[src/rtl/uart_recv.sv]
`timescale 1ns/1ps
// uart_recv: 8N1 serial receiver, line synchronised, start validated and every bit sampled at its centre.
// Latency: recv_done / frame_err pulse one SCLK after the mid-stop-bit sample (E + 9N + H + 1).
// Backpressure: none; downstream must accept every recv_done pulse, the byte is held until the next good frame.
module uart_recv (
  input  logic        SCLK,
  input  logic        RST_n,
  input  logic [12:0] rxBAUND_DATA,
  input  logic        data_rx,
  output logic [7:0]  o_RECV_DATA,
  output logic        recv_done,
  output logic        frame_err,
  output logic        UART_RX_busy
);

  typedef enum logic [1:0] {IDLE, START, DATA, STOP} state_t;

  state_t      state_q, state_d;
  logic        s1_q, s1_d;
  logic        s2_q, s2_d;
  logic        s3_q, s3_d;
  logic [12:0] cnt_q, cnt_d;
  logic [2:0]  bit_idx_q, bit_idx_d;
  logic [7:0]  shift_q, shift_d;
  logic [7:0]  data_q, data_d;
  logic        done_q, done_d;
  logic        err_q, err_d;

  logic        fall;
  logic        at_half;
  logic        at_wrap;
  logic [12:0] cnt_next;

  // Synchroniser chain plus history flop used for falling-edge detection.
  always_comb begin
    s1_d = data_rx;
    s2_d = s1_q;
    s3_d = s2_q;
  end

  // Shared bit-timing decodes: centre-of-bit and end-of-bit positions of the counter.
  always_comb begin
    fall     = ~s2_q & s3_q;
    at_half  = (cnt_q == (rxBAUND_DATA >> 1));
    at_wrap  = (cnt_q == rxBAUND_DATA);
    cnt_next = at_wrap ? 13'd0 : cnt_q + 13'd1;
  end

  // Frame FSM: next state, bit counter, shift register and result pulses.
  // The edge cycle counts as cnt=0, so the counter leaves IDLE already at 1
  // and every sample lands at E + k*N + H.
  always_comb begin
    state_d   = state_q;
    cnt_d     = cnt_q;
    bit_idx_d = bit_idx_q;
    shift_d   = shift_q;
    data_d    = data_q;
    done_d    = 1'b0;
    err_d     = 1'b0;
    case (state_q)
      IDLE: begin
        cnt_d = 13'd0;
        if (fall) begin
          state_d = START;
          cnt_d   = 13'd1;
        end
      end
      START: begin
        cnt_d = cnt_next;
        if (at_half && s2_q) begin
          // Line back high at mid start bit: a glitch, not a frame.
          state_d = IDLE;
          cnt_d   = 13'd0;
        end else if (at_wrap) begin
          state_d   = DATA;
          bit_idx_d = 3'd0;
        end
      end
      DATA: begin
        cnt_d = cnt_next;
        if (at_half) begin
          shift_d[bit_idx_q] = s2_q;
        end
        if (at_wrap) begin
          if (bit_idx_q == 3'd7) begin
            state_d = STOP;
          end else begin
            bit_idx_d = bit_idx_q + 3'd1;
          end
        end
      end
      STOP: begin
        cnt_d = cnt_next;
        // Leave at mid stop bit so a back-to-back start edge is not missed.
        if (at_half) begin
          state_d = IDLE;
          cnt_d   = 13'd0;
          if (s2_q) begin
            data_d = shift_q;
            done_d = 1'b1;
          end else begin
            err_d = 1'b1;
          end
        end
      end
      default: begin
        state_d = IDLE;
        cnt_d   = 13'd0;
      end
    endcase
  end

  // State registers; synchroniser resets to the idle-high line level.
  always_ff @(posedge SCLK or negedge RST_n) begin
    if (!RST_n) begin
      state_q   <= IDLE;
      s1_q      <= 1'b1;
      s2_q      <= 1'b1;
      s3_q      <= 1'b1;
      cnt_q     <= 13'd0;
      bit_idx_q <= 3'd0;
      shift_q   <= 8'h00;
      data_q    <= 8'h00;
      done_q    <= 1'b0;
      err_q     <= 1'b0;
    end else begin
      state_q   <= state_d;
      s1_q      <= s1_d;
      s2_q      <= s2_d;
      s3_q      <= s3_d;
      cnt_q     <= cnt_d;
      bit_idx_q <= bit_idx_d;
      shift_q   <= shift_d;
      data_q    <= data_d;
      done_q    <= done_d;
      err_q     <= err_d;
    end
  end

  assign o_RECV_DATA  = data_q;
  assign recv_done    = done_q;
  assign frame_err    = err_q;
  assign UART_RX_busy = (state_q != IDLE);

endmodule

[config.mk]
export PLATFORM = sky130hd
export DESIGN_NAME = uart_recv
export DESIGN_NICKNAME = d
export VERILOG_FILES = /design/src/rtl/uart_recv.sv
export SDC_FILE = /design/constraint.sdc
export NUM_CORES = 1
export LEC_CHECK = 0
export BUFFER_PORTS_ARGS = -buffer_cell sky130_fd_sc_hd__buf_2
export CORE_MARGIN = 8
export CORE_UTILIZATION = 39
export CTS_CLUSTER_SIZE = 20
export DETAILED_ROUTE_END_ITERATION = 8
export PLACE_DENSITY_LB_ADDON = 0.3
export SLEW_MARGIN = 10
export SYNTH_ARGS = -nofsm -noshare
export SYNTH_HDL_FRONTEND = slang
export SYNTH_SLANG_ARGS = --single-unit
[constraint.sdc]
create_clock -name SCLK -period 3.11 [get_ports SCLK]
set_input_delay 0 -clock SCLK [delete_from_list [all_inputs] [get_ports SCLK]]
set_output_delay 0 -clock SCLK [all_outputs]
set_load 0.03 [all_outputs]
==> results.ini, run 1 <==
[clock_network]
clock_latency_ps = 290
cts_buffer_depth = 2
cts_buffers = 5
cts_tree = yes
clock-sinks = 39
htreeDepth = 2
root_buffer = clkbuf_8
path_clk_slew_ps = 80

[global_route]
overflow = 0
antenna_found_initial = 0
grt_pass1_wl_um = 7860
grt_usage = 0.115
grt_pass1_vias = 1597
grt_max_degree = 40

[setup_path]
reg2reg_from = cnt_q[2]$_DFF_PN0_
worstSetupStartpoint = cnt_q[2]$_DFF_PN0_
worstSetupPathType = register to register
startpoint_type = register
crit_required_ps = 3280
endpoint_kind = register
crit_arrival_ps = 2800
worstPathMaxFanout = 12

[finish]
insertedDiodeCount = 0
num-fill-cells = 536
area_growth_pct = 15.9
final_cells = 302
final_layout_size_suffix_gt1_frac = 0.252
nets = 248
seqCellArea_um2 = 980
multi_input_area_mm2 = 0.00105

[synth]
syn_avg_cell_area_um2 = 10.5
ys_seq_elements = 39
synthArstFlopShare = 1.00
synth_edf_count = 0
ys_types = 38
synth_cells = 203
synth_top_area_frac = 0.422
post-synth-top-count-cell = dfrtp_1
yosysSeqAreaShare = 0.458
ys_top_cells_by_count = dfrtp_1 (36), xor2_1 (19), mux2_2 (16)
synthTopCellsByArea = dfrtp_1 (42%), mux2_2 (8.4%), xor2_1 (7.8%)
syn-cell-area_mm2 = 0.00214
yosys_most_used_dff = dfrtp_1
syn-num-nets = 222
yosysWarnings = 0
synth.largest_area_cell = dfrtp_1

[sta]
finalHoldViolCount = 0
setup_tns_ps = 0
setup_viol = 0
rsz0062_at_grt = false
clock-skew-final_ps = 8.10
drv_slew = 0
min_period_ps = 2630
hold_ws_ps = 335
post-route-period-util = 0.846
tightestPinTransition_ps = 841
fmax_ghz = 0.380
setup_ws_ps = 480
slew_headroom = 0.439

[die]
row_count = 27
die_h_um = 90.0
ios = 27
floorplan.initialDensity = 0.395
fp.dieArea_mm2 = 0.00810
core_area_mm2 = 0.00541
die_w_um = 90.0

[detailed_routing]
routed_wl_um = 4450
vias = 1600
drt-initial-drc-count = 165
ant_nets = 0
via_per_inst = 5.30
wl_per_cell_um = 14.7
first_pass_iters = 6
drcViolationCount = 0

[run]
max_cap_viol_count = 0

[min_path]
hp-class = input port to asynchronous set/reset pin

[power_and_ir_drop]
p_per_area_mw_per_mm2 = 582
p_leak_nw = 1.17
vdd_ir_drop_max_mv = 0.351

[place]
place_congestion = 0.860
hpwl_um = 3320
pre_cts_ws_ps = 451
port_buffers = 26
dp_cells = 292

[run_status]
outcome = complete, no violations

==> worst max-delay path, stage by stage, from the launching register on <==
cell and delay, ps:
dfrtp_1 450, xnor2_1 170, o221ai_1 110, or4_1 750, nor4_4 630, mux2_2 400
==> metrics by stage <==
| step | util | cell area, um^2 | power [mW] |
|---|---|---|---|
| CTS | 0.458 | 2480 | 1.45 |
| global route | 0.458 | 2480 | 1.52 |
| floorplan | - | 2140 | 0.881 |
| finish | 0.458 | 2480 | 1.44 |
| global placement | 0.430 | 2320 | 0.945 |
| detailed placement | 0.430 | 2320 | 0.945 |
==> registers in the layout (all words and copies together) (netlist names), named ones only <==
| register | cells |
|---|---|
| recv_done | 1 |
| s1_q | 1 |
| s3_q | 1 |
| cnt_q | 13 |
| shift_q | 8 |
| s2_q | 1 |
| bit_idx_q | 3 |
| state_q | 1 |
| o_RECV_DATA | 8 |
| frame_err | 1 |
==> layer usage <==
| metal | GRT usage | share of wire | routed length, um |
|---|---|---|---|
| met1 | 0.156 | 0.49 | 2160 |
| met2 | 0.177 | 0.46 | 2030 |
| met3 | 0.0175 | 0.039 | 172 |
| met4 | 0.0499 | 0.018 | 81 |
| met5 | 0 | 0 | 0 |
==> where the power goes <==
part | leakage, nW | switching, mW | total (mW) | internal (mW)
logic | 0.604 | 0.130 | 0.277 | 0.147
clock network | 0.0654 | 0.177 | 0.498 | 0.321
registers | 0.500 | 0.104 | 0.666 | 0.562
total | 1.17 | 0.411 | 1.44 | 1.03
==> cells in the final DEF (no fill, tap or decap), types with 2 or more instances in the layout <==
master / instances
nor2b_1: 5
buf_2: 26
and4_1: 2
a21oi_1: 3
a32oi_1: 3
ha_1: 3
and3_1: 9
nand2_1: 6
dfstp_2: 3
bufinv_16: 2
a311oi_1: 2
inv_1: 14
dfrtp_1: 36
clkbuf_8: 5
dlygate4sd3_1: 2
nor4_1: 12
buf_4: 3
mux2_2: 16
o21ai_0: 5
nor3_1: 12
xnor2_1: 11
nor3b_1: 2
o22ai_1: 2
xor2_1: 19
nor2_1: 5
nand3_1: 8
==> final cells by class <==
| type | count | share of cell area |
|---|---|---|
| flip-flops and latches | 39 | 0.395 |
| repair buffers | 31 | 0.0697 |
| inverters | 14 | 0.0212 |
| clock inverters | 2 | 0.0242 |
| clock buffers | 6 | 0.0293 |
| well taps | 72 | 0.0364 |
| multi-input cells | 138 | 0.424 |
==> timing repair <==
action | CTS | global route
hold endpoints to repair | 37 | 0
setup buffers | 0 | 0
resized for setup | 0 | 0
hold buffers | 2 | 0
==> cell families (layout without fill, tap and decap cells) <==
logic type / count (synthesis) / in the layout / share of synthesized area
AND/OR/NAND/NOR: 67 / 67 / 0.183
adder cells (fa/ha/maj): 3 / 3 / 0.0176
buffers and inverters: 26 / 53 / 0.0503
multiplexers: 16 / 16 / 0.0843
AO/OA/AOI/OAI: 22 / 22 / 0.0837
XOR/XNOR: 30 / 30 / 0.123
flip-flops: 39 / 39 / 0.458
==> final timing paths <==
kind | end | slack, ps | depth (start not counted)
hold / removal | cnt_q[12]$_DFF_PN0_ | 330 | 2
max in group asynchronous | o_RECV_DATA[5]$_DFFE_PN0P_ | 2240 | 2
hold reg to reg | s2_q$_DFF_PN1_ | 360 | 0
setup reg to reg | o_RECV_DATA[1]$_DFFE_PN0P_ | 480 | 5
setup / recovery | o_RECV_DATA[1]$_DFFE_PN0P_ | 480 | 5
min in group SCLK | bit_idx_q[1]$_DFFE_PN0P_ | 340 | 5
No activity file was read; power rests on OpenSTA's default activity.
==> run 2, diff against run 1 <==
==> constraint.sdc (replaced) <==
create_clock -name SCLK -period 2.3 [get_ports SCLK]
set_input_delay 0 -clock SCLK [delete_from_list [all_inputs] [get_ports SCLK]]
set_output_delay 0 -clock SCLK [all_outputs]
set_load 0.03 [all_outputs]
==> run 2 against run 1 <==
Net effect:
- count of clock-buffer cells in the layout fell by 1
- hold slack better by 4.6 ps
- cell area increased by 2.9%
- clock skew fell by 1.0 ps
- power up 26%
- via count hardly changed
- flip-flop and latch count unchanged
- first-iteration DRC count is 31% lower
- cell count rose by 3.3%
- critical path type unchanged
- largest cell class unchanged
==> results.ini, run 2 (synthesis gave the netlist of run 1 again) <==
[run_status]
outcome = complete, no violations

[global_route]
grt_pass1_wl_um = 7690  ; -2.2%
grt_usage = 0.116  ; +0.00101
overflow = 0  ; unchanged
grt_max_degree = 40  ; unchanged
antenna_found_initial = 0  ; unchanged
grt_pass1_vias = 1571  ; -1.6%

[finish]
area_growth_pct = 19.3
largest_reg_flops = 13  ; unchanged
final_cells = 312  ; +3.3%
final_layout_size_suffix_gt1_frac = 0.300  ; +0.0478
nets = 258  ; +4.0%
insertedDiodeCount = 0  ; unchanged
largest-register = cnt_q
layout_commonest_cell = dfrtp_1
final_cell_mix = dfrtp_1 (36), buf_2 (26), xor2_1 (19), mux2_2 (16), inv_1 (14)
num-fill-cells = 534  ; -0.37%
design_area_mm2 = 0.00255  ; +2.9%

[power_and_ir_drop]
p_per_area_mw_per_mm2 = 711  ; +22%
p_leak_nw = 1.20  ; +2.6%
seqPwrFrac = 0.468  ; +0.006
p_comb_frac = 0.271  ; +0.079
intPower_mw = 1.22  ; +19%
swShare = 0.324  ; +0.0388
finalPower_mw = 1.81  ; +26%
vdd_ir_drop_max_mv = 0.407  ; +16%
power_switching_mw = 0.588  ; +43%
pwr-share-clk = 0.260  ; -0.085

[clock_network]
htreeDepth = 2  ; unchanged
cts_buffers = 5  ; unchanged
root_buffer = clkbuf_8
path_clk_slew_ps = 80  ; about the same
cts_tree = yes
clock-sinks = 39  ; unchanged
cts_buffer_depth = 2  ; unchanged
clock_latency_ps = 290  ; about the same

[setup_path]
endpoint_kind = register
cp_slowest_cell = or4_1
crit_required_ps = 2490  ; -790 ps
crit_path_cell_trace = xnor2_1 -> o221ai_1 -> or4_1 -> buf_4 -> nor4_2 -> mux2_2
worstSetupPathType = register to register
worstPathMaxFanout = 15  ; +3
cpPeakStageDelay_ps = 510  ; -240 ps
reg2reg_from = cnt_q[2]$_DFF_PN0_
crit_arrival_ps = 2400  ; -400 ps
startpoint_type = register
worstSetupStartpoint = cnt_q[2]$_DFF_PN0_

[sta]
min_period_ps = 2210  ; -418 ps
setup_viol = 0  ; unchanged
slew_headroom = 0.423  ; -0.0164
drv_slew = 0  ; unchanged
setup_tns_ps = 0  ; unchanged
tightestPinTransition_ps = 865  ; +24.6 ps
fmax_ghz = 0.452  ; +19%
post-route-period-util = 0.962  ; +0.116
clock-skew-final_ps = 7.08  ; -1.02 ps
finalHoldViolCount = 0  ; unchanged

[place]
hpwl_um = 3440  ; +3.7%
dp_cells = 302  ; +3.4%
place_congestion = 0.849  ; -1.3%
dpl_cell_area_mm2 = 0.00241  ; +3.8%
port_buffers = 26  ; unchanged

[detailed_routing]
via_per_inst = 5.13  ; -3.1%
wl_per_cell_um = 15.0  ; +2.1%
routed_wl_um = 4690  ; +5.5%
drcViolationCount = 0  ; unchanged
ant_nets = 0  ; unchanged
first_pass_iters = 4  ; -2
drt-initial-drc-count = 114  ; -31%
vias = 1601  ; +0.063%

[die]
fp.dieArea_mm2 = 0.00810  ; unchanged
die_h_um = 90.0  ; unchanged
core_area_mm2 = 0.00541  ; unchanged
ios = 27  ; unchanged
row_count = 27  ; unchanged
floorplan.initialDensity = 0.395  ; unchanged
die_w_um = 90.0  ; unchanged

[run]
max_cap_viol_count = 0  ; unchanged

[min_path]
hp-class = input port to register
hold_path_startpoint = rxBAUND_DATA[12]

-- run 2: power groups by stage --
stage	clock [mW]	combinational, mW	sequential (mW)
after floorplan	0	0.358	0.835
after global placement	0	0.478	0.859
after detailed placement	0	0.488	0.863
after CTS	0.492	0.495	0.850
after global routing	0.515	0.553	0.858
final	0.472	0.491	0.849
-- run 2: final cells by class --
class / instances / area (um^2) / share of cell area
clock inverters: 3 / 23.8 / 0.00933
well taps: 72 / 90.1 / 0.0353
clock buffers: 5 / 68.8 / 0.0270
flip-flops and latches: 39 / 980 / 0.384
repair buffers: 41 / 264 / 0.104
inverters: 14 / 52.6 / 0.0206
multi-input cells: 138 / 1070 / 0.420
-- run 2: through the flow --
stage	hold WS, ps	setup slack, ps	utilization
detailed placement	107	72.4	0.447
CTS	327	53.4	0.467
finish	339	87.9	0.472
global route	341	-6.40	0.472
global placement	106	101	0.447
floorplan	-296	53.2	-
-- run 2: routing by layer --
metal | up-vias | part of all wire | GRT usage
met1 | 775 | 0.46 | 0.152
met5 | - | 0 | 0
met2 | 28 | 0.48 | 0.182
met3 | 5 | 0.047 | 0.0266
li1 | 793 | - | -
met4 | 0 | 0.013 | 0.0416
-- run 2: worst paths after layout --
| check | end | slack (ps) | cells after the start |
|---|---|---|---|
| max in group asynchronous | state_q[0]$_DFFE_PN0P_ | 1400 | 2 |
| worst min register to register | s2_q$_DFF_PN1_ | 360 | 0 |
| min in group asynchronous | cnt_q[1]$_DFF_PN0_ | 350 | 2 |
| worst max-delay path | shift_q[7]$_DFFE_PN0P_ | 90 | 6 |
| worst max register to register | shift_q[7]$_DFFE_PN0P_ | 90 | 6 |
| worst min-delay path | bit_idx_q[0]$_DFFE_PN0P_ | 340 | 5 |
-- run 2: worst max-delay path: cells and delay by family (launching register included) --
kind / cells / cell delay, ps
AOI/OAI and AO/OA: 1 / 120
xor gates and xnor gates: 1 / 150
buffers and inverters: 1 / 220
DFF: 1 / 400
muxes: 1 / 370
and+or+nand+nor: 2 / 860
-- run 2: timing repair --
item,in CTS,in global routing
buffers inserted,0,0
hold buffers,2,0
hold endpoints to repair,37,0
gates resized for setup,0,4
setup endpoints to repair,0,3
==> run 3, diff against run 2 <==
--- a/config.mk
+++ b/config.mk
@@ -8,6 +8,7 @@
 export BUFFER_PORTS_ARGS = -buffer_cell sky130_fd_sc_hd__buf_2
 export CORE_MARGIN = 8
 export CORE_UTILIZATION = 39
+export CTS_BUF_LIST = sky130_fd_sc_hd__clkbuf_4 sky130_fd_sc_hd__clkbuf_8 sky130_fd_sc_hd__clkbuf_16
 export CTS_CLUSTER_SIZE = 20
 export DETAILED_ROUTE_END_ITERATION = 8
 export PLACE_DENSITY_LB_ADDON = 0.3
==> constraint.sdc (replaced) <==
create_clock -name SCLK -period 2 [get_ports SCLK]
set_input_delay 0 -clock SCLK [delete_from_list [all_inputs] [get_ports SCLK]]
set_output_delay 0 -clock SCLK [all_outputs]
set_load 0.03 [all_outputs]
==> run 3 against run 2 <==
Net effect:
- the flow now finishes with violations (setup timing)
- clock power up 41%
- power up 33%
- global-route usage up 1.5 points
- sequential share of layout area is 4.4 points lower
- clock skew down 2.2 ps
- register-to-register slack lost 220 ps
- cell count increased by 6.4%
- die area unchanged
- count of clock-buffer cells in the layout unchanged
- utilization increased by 6.0 points
- critical path type unchanged
- largest cell class unchanged
- highest routed layer unchanged
==> results.ini, run 3 (synthesis gave the netlist of run 1 again) <==
[run_status]
outcome = complete, but fails checks
violations = setup timing

[finish]
nets = 278  ; +7.8%
layout_commonest_cell = dfrtp_1
largest_reg_flops = 13  ; unchanged
final_layout_size_suffix_gt1_frac = 0.415  ; +0.115
num-fill-cells = 497  ; -6.9%
largest-register = cnt_q
insertedDiodeCount = 0  ; unchanged
final_cell_mix = dfrtp_1 (36), buf_4 (28), buf_2 (26), xor2_1 (18), inv_1 (14)
final_cells = 332  ; +6.4%
area_growth_pct = 34.5

[global_route]
grt_pass1_vias = 1808  ; +15%
grt_pass1_wl_um = 8670  ; +13%
grt_max_degree = 40  ; unchanged
grt_usage = 0.131  ; +0.0149
antenna_found_initial = 0  ; unchanged
overflow = 0  ; unchanged

[min_path]
hp-class = input port to register
hold_path_startpoint = data_rx

[detailed_routing]
routed_wl_um = 5140  ; +9.5%
drt-initial-drc-count = 121  ; +6.1%
ant_nets = 0  ; unchanged
vias = 1696  ; +5.9%
first_pass_iters = 4  ; unchanged
drcViolationCount = 0  ; unchanged
wl_per_cell_um = 15.5  ; +2.9%
via_per_inst = 5.11  ; -0.45%

[run]
max_cap_viol_count = 0  ; unchanged

[place]
port_buffers = 26  ; unchanged
place_congestion = 0.851  ; +0.32%
dp_cells = 315  ; +4.3%
hpwl_um = 3710  ; +7.9%

[sta]
slew_headroom = 0.441  ; +0.0176
post-route-period-util = 1.07  ; +0.106
clock-skew-final_ps = 4.86  ; -2.22 ps
tightestPinTransition_ps = 839  ; -26.4 ps
rsz0062_at_grt = true
finalHoldViolCount = 0  ; unchanged
fmax_ghz = 0.468  ; +3.6%
drv_slew = 0  ; unchanged
setup_viol = 29  ; +29
min_period_ps = 2140  ; -76.3 ps
setup_tns_ps = -3000  ; -3000 ps
setup_ws_ps = -136  ; -224 ps

[die]
die_w_um = 90.0  ; unchanged
ios = 27  ; unchanged
floorplan.initialDensity = 0.395  ; unchanged
core_area_mm2 = 0.00541  ; unchanged
die_h_um = 90.0  ; unchanged
fp.dieArea_mm2 = 0.00810  ; unchanged
row_count = 27  ; unchanged

[clock_network]
path_clk_slew_ps = 80  ; about the same
cts_buffer_depth = 2  ; unchanged
root_buffer = clkbuf_8
clock_latency_ps = 300  ; about the same
cts_buffers = 5  ; unchanged
cts_tree = yes
clock-sinks = 39  ; unchanged
htreeDepth = 2  ; unchanged

[setup_path]
worstSetupStartpoint = cnt_q[2]$_DFF_PN0_
r2r_slack_ps = -140  ; -220 ps
reg2reg_from = cnt_q[2]$_DFF_PN0_
worstSetupPathType = register to register
crit_required_ps = 2190  ; -300 ps
crit_arrival_ps = 2320  ; -80 ps
worstPathMaxFanout = 10  ; -5
endpoint = shift_q[1]$_DFFE_PN0P_
endpoint_kind = register
rr_worst_depth = 6  ; unchanged
timing.rr.end = shift_q[1]$_DFFE_PN0P_
startpoint_type = register

[power_and_ir_drop]
p_per_area_mw_per_mm2 = 837  ; +18%
p_leak_nw = 1.35  ; +13%
vdd_ir_drop_max_mv = 0.495  ; +22%

## run 3: metal layers
layer	wire [um]	track usage	up-vias
met3	163	0.0283	8
met1	2350	0.160	830
met2	2510	0.213	25
met4	122	0.0638	0
li1	-	-	833
met5	0	0	-
## run 3: worst max-delay path: stages, from the launching register on
cell and delay (ps):
dfrtp_1 420, xnor2_2 150, o221ai_2 100, or4_4 530, buf_12 170, nor4_1 290
mux2_2 370
## run 3: layout make-up
cell class | instances | area, um^2 | area share
Clock buffer | 5 | 68.8 | 0.0239
Clock inverter | 3 | 43.8 | 0.0152
Inverter | 14 | 52.6 | 0.0183
Multi-Input combinational cell | 138 | 1200 | 0.416
Sequential cell | 39 | 980 | 0.341
Tap cell | 72 | 90.1 | 0.0313
Timing Repair Buffer | 61 | 443 | 0.154
## run 3: power breakdown
part	leakage (nW)	internal [mW]	switching, mW
Sequential	0.500	0.875	0.0850
Combinational	0.796	0.413	0.367
Clock	0.0581	0.371	0.295
## run 3: worst min-delay path by stage
| stage | to | slack (ps) | cells after the start |
|---|---|---|---|
| 2_1_floorplan | asynchronous set/reset pin | -300 | 0 |
| 3_3_place_gp | s1_q$_DFF_PN1_ | 110 | 1 |
| 3_5_place_dp | s1_q$_DFF_PN1_ | 110 | 1 |
| 4_1_cts | s1_q$_DFF_PN1_ | 330 | 2 |
| 5_1_grt | s1_q$_DFF_PN1_ | 350 | 2 |
| 6_report | s1_q$_DFF_PN1_ | 340 | 2 |
## run 3: what timing repair did
| item | 4_1_cts | 5_1_grt |
|---|---|---|
| endpoints found under the hold margin | 37 | 0 |
| hold buffers | 2 | 0 |
| pin swaps | 2 | 2 |
| setup endpoints to repair | 29 | 36 |
| buffers inserted | 7 | 2 |
| resized for setup | 14 | 12 |
## run 3: metrics by stage
step / worst slack [ps] / total power [mW] / util / hold slack [ps] / cell area (um^2)
final: -136 / 2.41 / 0.532 / 336 / 2870
after global placement: -178 / 1.65 / 0.472 / 109 / 2550
after floorplan: -186 / 1.41 / - / -296 / 2210
after global routing: -246 / 2.56 / 0.532 / 351 / 2870
after detailed placement: -193 / 1.66 / 0.472 / 109 / 2550
after CTS: -141 / 2.39 / 0.519 / 331 / 2810
